File: config.mk
export PLATFORM = sky130hd
export DESIGN_NAME = game_state_ctrl
export DESIGN_NICKNAME = d
export VERILOG_FILES = /design/src/rtl/game_state_ctrl.sv
export SDC_FILE = /design/constraint.sdc
export NUM_CORES = 1
export LEC_CHECK = 0
export BUFFER_PORTS_ARGS = -buffer_cell sky130_fd_sc_hd__buf_4
export CORE_AREA = 2 2 81 83
export CTS_CLUSTER_DIAMETER = 80
export CTS_CLUSTER_SIZE = 40
export DETAILED_ROUTE_END_ITERATION = 10
export DIE_AREA = 0 0 83 85
export PLACE_DENSITY = 0.62
export SLEW_MARGIN = 20
export SYNTH_ARGS = -nofsm -noshare
export SYNTH_HDL_FRONTEND = slang
export SYNTH_SLANG_ARGS = --single-unit
File: constraint.sdc
create_clock -name clk -period 2.7 [get_ports clk]
set_input_delay 0.675 -clock clk [delete_from_list [all_inputs] [get_ports clk]]
set_output_delay 0.675 -clock clk [all_outputs]
set_load 0.01 [all_outputs]
File: src/rtl/game_state_ctrl.sv
// game_state_ctrl: top-level game sequencer driving the phase state bus, start watchdog and per-state pixel mux.
module game_state_ctrl #(
  parameter int START_TIMEOUT = 1024,
  parameter int ROUND_W = 8
) (
  input  logic               clk,
  input  logic               rst,
  input  logic               menu_busy_in,
  input  logic               menu_finished_in,
  input  logic               play_busy_in,
  input  logic               play_finished_in,
  input  logic               result_busy_in,
  input  logic               result_finished_in,
  input  logic               btn_in,
  input  logic [11:0]        menu_pixel_in,
  input  logic [11:0]        play_pixel_in,
  input  logic [11:0]        result_pixel_in,
  output logic [3:0]         state_out,
  output logic               state_changed_out,
  output logic [ROUND_W-1:0] round_count_out,
  output logic [11:0]        pixel_out
);
  typedef enum logic [3:0] {
    BOOT   = 4'b1010,
    MENU   = 4'b0000,
    PLAY   = 4'b0001,
    RESULT = 4'b0010
  } state_t;
  state_t r_state, r_target, w_next, w_target;
  logic [15:0] r_timer;
  logic r_seen, r_btn, r_changed;
  logic [ROUND_W-1:0] r_round;
  logic [11:0] r_pixel;
  logic w_edge, w_busy, w_fin, w_tout;
  always_comb begin
    w_edge = btn_in & ~r_btn;
    w_busy = r_state == MENU ? menu_busy_in : r_state == PLAY ? play_busy_in :
             r_state == RESULT ? result_busy_in : 1'b0;
    // a finished pulse on a state's first cycle belongs to the previous visit
    w_fin = ~r_changed & (r_state == MENU ? menu_finished_in : r_state == PLAY ? play_finished_in :
                          r_state == RESULT ? result_finished_in : 1'b0);
    w_tout = r_state != BOOT && !r_seen && !w_busy && r_timer == 16'(START_TIMEOUT - 1);
    w_next = r_state;
    w_target = r_target;
    if (r_state == BOOT) w_next = r_target;
    else if (w_fin) w_next = r_state == MENU ? PLAY : r_state == PLAY ? RESULT : MENU;
    else if (r_state == RESULT && w_edge) w_next = MENU;
    else if (w_tout) begin
      w_next = BOOT;
      w_target = r_state;
    end
  end
  always_ff @(posedge clk) begin
    if (rst) begin
      r_state   <= BOOT;
      r_target  <= MENU;
      r_changed <= 1'b0;
      r_round   <= '0;
      r_pixel   <= 12'h000;
      r_timer   <= '0;
      r_seen    <= 1'b0;
      r_btn     <= 1'b0;
    end else begin
      r_state   <= w_next;
      r_target  <= w_target;
      r_changed <= w_next != r_state;
      r_btn     <= btn_in;
      if (r_state == PLAY && w_fin) r_round <= r_round + ROUND_W'(1);
      r_pixel <= r_state == MENU ? menu_pixel_in : r_state == PLAY ? play_pixel_in :
                 r_state == RESULT ? result_pixel_in : 12'h000;
      if (w_next != r_state) begin
        r_timer <= '0;
        r_seen  <= 1'b0;
      end else if (w_busy) r_seen <= 1'b1;
      else if (!r_seen) r_timer <= r_timer + 16'd1;
    end
  end
  assign state_out = r_state;
  assign state_changed_out = r_changed;
  assign round_count_out = r_round;
  assign pixel_out = r_pixel;
endmodule

Yosys cells after proc, flatten, opt, wreduce, memory -nomap -nowiden:

Cells that the tools add are included.

* flip-flop bits (word level): 47
* output and inout port bits: 25
* bits of input ports: 45

* multiplexer cells: 15
* reductions and logical operators: 11
* $add $sub $neg: 2
* eq/ne operators: 6
* bitwise gates (word level): 9

Operators by type and width (number)
* $mux 12: 3
* $add 16x1->16 const B: 1
* $eq 16x10->1 const B: 1
* $mux 4: 4
* $add 8x1->8 const B: 1
* $not 1->1: 7
* $mux 1: 6
* $logic_and 1x1->1: 5
* $eq 4x1->1 const B: 1
* $eq 4x2->1 const B: 1
* $eq 4x4->1 const B: 1
* $logic_not 4->1: 1
* $mux 2: 2
* $ne 4x4->1: 1
* $ne 4x4->1 const B: 1
* $reduce_and 4->1: 1
* $and 1x1->1: 2
* $logic_not 1->1: 2
* $reduce_and 2->1: 1
* $reduce_or 2->1: 1

Depth between registers and ports, before layout:

* depth in word-level cells: 13
* gate-level depth with buffers: 9

Worst setup path after synthesis:

OpenSTA, ideal clock, no wires.

* path type: input-to-reg
* start: input port menu_busy_in
* end: register r_target[0]
* setup slack: 0.558 ns
* library setup time: 0.128 ns
* arrival time: 2.015 ns
* cell stages on the path: 5
* path through: mux2_4 a221o_1 a2111oi_4 mux2i_1 nor2_1

* longest elaborated chain between the ends: 5

RTL lines
* start: declaration: line 8 `input logic menu_busy_in,`
* $mux 1: line 37 `w_busy = r_state == MENU ? menu_busy_in : r_state == PLAY ? play_busy_in :`
* $logic_not 1->1: line 42 `w_tout = r_state != BOOT && !r_seen && !w_busy && r_timer == 16'(START_TIMEOUT - 1);`
* $logic_and 1x1->1 (2 in series): line 42
* $reduce_and 4->1 (no line)
* end signal: assignment: line 65 `r_target <= w_target;`
* end: declaration: line 29 `state_t r_state, r_target, w_next, w_target;`

Every way passes these cells.
A chain may end at the register's enable or synchronous reset.

Final worst setup path:

* start: register r_state[0], in the netlist state_out[0]
* end: register r_timer[10]

* longest elaborated chain between the ends: 13
* elaborated cells on any way between the ends: 27
* classes of those cells: eq/ne: 5; mux: 12; bitwise: 2; reduce/logical: 8

RTL lines
* start: declaration: line 29
* start signal: assignment: line 64 `r_state <= w_next;`
* $eq 4x2->1: line 38, 41, 47
* $mux 1: line 38 `r_state == RESULT ? result_busy_in : 1'b0;`
* $mux 1 (2 in series): line 37
* $logic_not 1->1: line 42
* $logic_and 1x1->1 (2 in series): line 42
* $mux 4: line 48 `else if (w_tout) begin`
* $mux 4: line 47 `else if (r_state == RESULT && w_edge) w_next = MENU;`
* $mux 4: line 46 `else if (w_fin) w_next = r_state == MENU ? PLAY : r_state == PLAY ? RESULT : MENU;`
* $mux 4: line 45 `if (r_state == BOOT) w_next = r_target;`
* $ne 4x4->1: line 71 `if (w_next != r_state) begin`
* $reduce_or 2->1 (no line)
* end signal: assignment: line 75 `else if (!r_seen) r_timer <= r_timer + 16'd1;`
* end: declaration: line 30 `logic [15:0] r_timer;`

Several ways; a longest one is shown, not always the timed one.

==> impl_results.md <==
* Outcome: completed
* Reg2Reg Setup Slack at 510 ps
* Setup-failing EPs final at 0
* Final slew viol count at 0
* Worst Skew at 5.06 ps
* CTS tree: done
* Die ar. at 0.00706 mm^2
* Setup crit start: state_out[0]
* Worst-Margin Slew at 634 ps
* # H-tree levels at 2
* Cell family contributing the most delay on the critical path: simple AND/OR/NAND/NOR gates
* Reg power frac at 46.9%
* Post-synth ARST share at 0%
* CTS max path bufs at 2
* Postcts setup bufs at 0
* Worst Path Buf+Inv at 2
* R2R depth at 7
* Total Negative Setup Slacks at 0 ps
* FMAX at about 0.46 GHz
* Yosys cell types at 50
* Worst Path Max Fanout at 17
* Num CTS Buffers at 5
* Chip width at 83 um
* Max-slew headroom at 57.2%
* Post-detail-place hpwl at 4200 um
* Via count at 2196
* WHS at 495 ps
* Dominant synthesized flop cell: dfxtp_1
* Net Sw Frac at 30.6%
* NetSw at around 500 uW
* CP max-delay cell: dfxtp_1
* Reg2reg start: state_out[0]
* Pwr Total at about 1.6 mW
* Initial Utilization at between 30% and 40%
* Startpoint class of the critical path: flop
* Vias in the first global route at roughly 2100
* Critical Path AT at around 2400 ps
* Clk root buf: clkbuf_8
* CTS clk-pin slew, worst paths at 80 ps
* Unrepaired setup endpoints after global routing: no
* Die Y at about 85 um
* Storage element area at 941 um^2
* Antenna cell count at 0
* Period utilisation layout at between 80% and 90%
* Clk Latency, worst-skew pair at approximately 300 ps
* Cell Rows at 29
* DR WL/cell at 13.7 um
* Number of synthesized flops with an enable pin at 0
* Synth Register Bits at 47
* Final RePlAce weighted congestion at 0.837
* Wire length of the first global-routing pass at 9730 um
* Layout area overhead at 27.6%
* Data required, critical path at roughly 3000 ps
* Worst path cell trace: buf_4, nor3_1, nor4_4, a22oi_1, o32a_1, buf_4, nor3_1
* Mapped Avg Cell Area at 8.59 um^2
* Multi-input gate area in the final layout at 0.00128 mm^2
* Internal power at approximately 1.1 mW
* Reg-to-reg endpoint: r_timer[10]
* Port bufs at 69
* DR pass1 iterations at 4
* Drt drc at 0
* Cts-stage hold buffer count at 0
* Clock power frac at around a quarter
* Power per cell area at 540 mW/mm^2
* CTS Sinks at 47
* Vias per cell at between 5 and 6
* Final #Nets at just under 400
* IO Count at 70
* Sequential-to-total area share from yosys stat at 39.4%
* Post-Syn Area at about 0.0024 mm^2
* CP endpoint: r_timer[10]
* Logic pwr share at between 20% and 30%
* Worst min-delay path class: reg -> reg
* CORE AREA at 0.00620 mm^2
* Initial DRC Count at just under 80
* Ys Warns at 0
* Synthesized instance count at 278
* Post-Syn Nets at 325
* Fillers at between 600 and 700
* Lkg Pwr at between 1 and 1.5 nW
* ANT nets after route at 0
* Worst vdd ir at 0.289 mV
* Worst path depth at 7
* Critical path's largest stage delay at 460 ps
* Cts repair resizes at 0
* Total track usage at 16.5%
* Largest net degree at the start of global routing at 21
* WL final at 5790 um
* Initial antenna violation count at 0
* Fraction of layout cells with a size suffix above 1 at 27.0%
* Max-Cap Viols at 0
* GRT overflow at 0
* Fin crit period at 2190 ps
* CP Capture Type: flop
* Hold Violations, Final at 0
* Type of the worst setup path: reg -> reg
area by class of cell:
| type | count | share of cell area, % |
|---|---|---|
| clock buffer | 7 | 2.50 |
| clock inverter | 1 | 0.164 |
| inverter | 16 | 1.97 |
| multi-input combinational | 195 | 42.1 |
| sequential | 47 | 30.9 |
| tap | 77 | 3.16 |
| timing repair buffer | 78 | 19.2 |
per-layer routing:
layer	wire length, um	part of all wire, %	vias to the layer above	global-route usage (%)
met1	2880	50	1000	22.8
met4	54	0.93	0	4.32
met5	0	0	-	0
met3	381	6.6	4	4.09
li1	-	-	1114	-
met2	2470	43	78	26.0
tightest hold or removal path, delay by kind of cell, from the launching register on:
family / cells / cell delay, ps
DFF: 1 / 320
AOI/OAI and AO/OA: 2 / 130
synth_stat cells (all sizes together), types with 2 or more instances:
cell	instances	area [um^2]
or4	3	22.5
nor4	2	27.5
nand4	11	68.8
or3	3	18.8
xor2	14	123
inv	16	60.1
nor2b	14	87.6
nand3b	2	15.0
nor3	19	95.1
o31ai	2	15.0
nand2b	8	50.1
o22ai	13	81.3
and3	8	50.1
a2111oi	2	42.5
xnor2	4	35.0
o21ai	17	85.1
mux2i	5	50.1
nand2	7	26.3
and2	2	12.5
clkbuf	10	37.5
a21oi	11	58.8
nand3	5	25.0
nor4bb	2	20.0
nor2	23	88.8
dfxtp	47	941
buf	10	66.3
and4	2	17.5
ha	2	25.0
registers in the layout, indices dropped and copies added (netlist names):
signal             count
round_count_out        8
r_seen                 1
r_btn                  1
pixel_out             12
state_changed_out      1
r_timer               16
state_out              4
r_target               4
layout by cell type, fill, tap and decap left out, types with 2 or more instances in the layout:
master	n
and2_1	2
buf_4	78
nor2b_1	14
inv_1	16
clkbuf_8	5
a21oi_1	10
or3_1	3
nand2_1	7
ha_1	2
o21ai_0	16
nor2_1	22
and3_1	8
o22ai_1	13
mux2i_1	5
and4_1	2
xor2_1	14
nand2b_1	8
xnor2_1	4
nand3b_1	2
dfxtp_1	47
o31ai_1	2
nor4bb_1	2
nand3_1	5
clkbuf_1	2
or4_1	3
nor3_1	19
nand4_1	11
power by group through the flow:
stage	clock, mW	sequential (mW)	combinational, mW
floorplan	0	0.790	0.291
global placement	0	0.787	0.464
detailed placement	0	0.788	0.468
CTS	0.420	0.772	0.469
global route	0.452	0.776	0.517
finish	0.407	0.771	0.466
how the worst min path moves through the flow:
stage,start,endpoint,slack [ps],depth (start not counted)
3_3_place_gp,round_count_out[7],round_count_out[7],470,2
4_1_cts,round_count_out[7],round_count_out[7],500,2
6_report,round_count_out[7],round_count_out[7],490,2
3_5_place_dp,round_count_out[7],round_count_out[7],490,2
5_1_grt,round_count_out[6],round_count_out[6],540,2
2_1_floorplan,r_target[2],state_out[2],450,2
per-stage QoR:
stage	setup slack, ps	utilization (%)	cell area, um^2	cells
2_1_floorplan	558	-	2390	278
5_1_grt	318	49.1	3050	421
4_1_cts	512	49.1	3050	421
3_3_place_gp	392	47.8	2970	413
6_report	511	49.1	3050	421
3_5_place_dp	377	47.8	2970	413
cell families after synthesis:
family	Yosys count	share of synthesized area, %
adder cells (fa/ha/maj)	2	1.05
flip-flops	47	39.4
AND/OR/NAND/NOR	116	28.4
XOR/XNOR	18	6.60
AO/OA/AOI/OAI	53	15.0
multiplexers	6	2.72
buffers and inverters	36	6.86
Power figures use the tool's default switching activity.
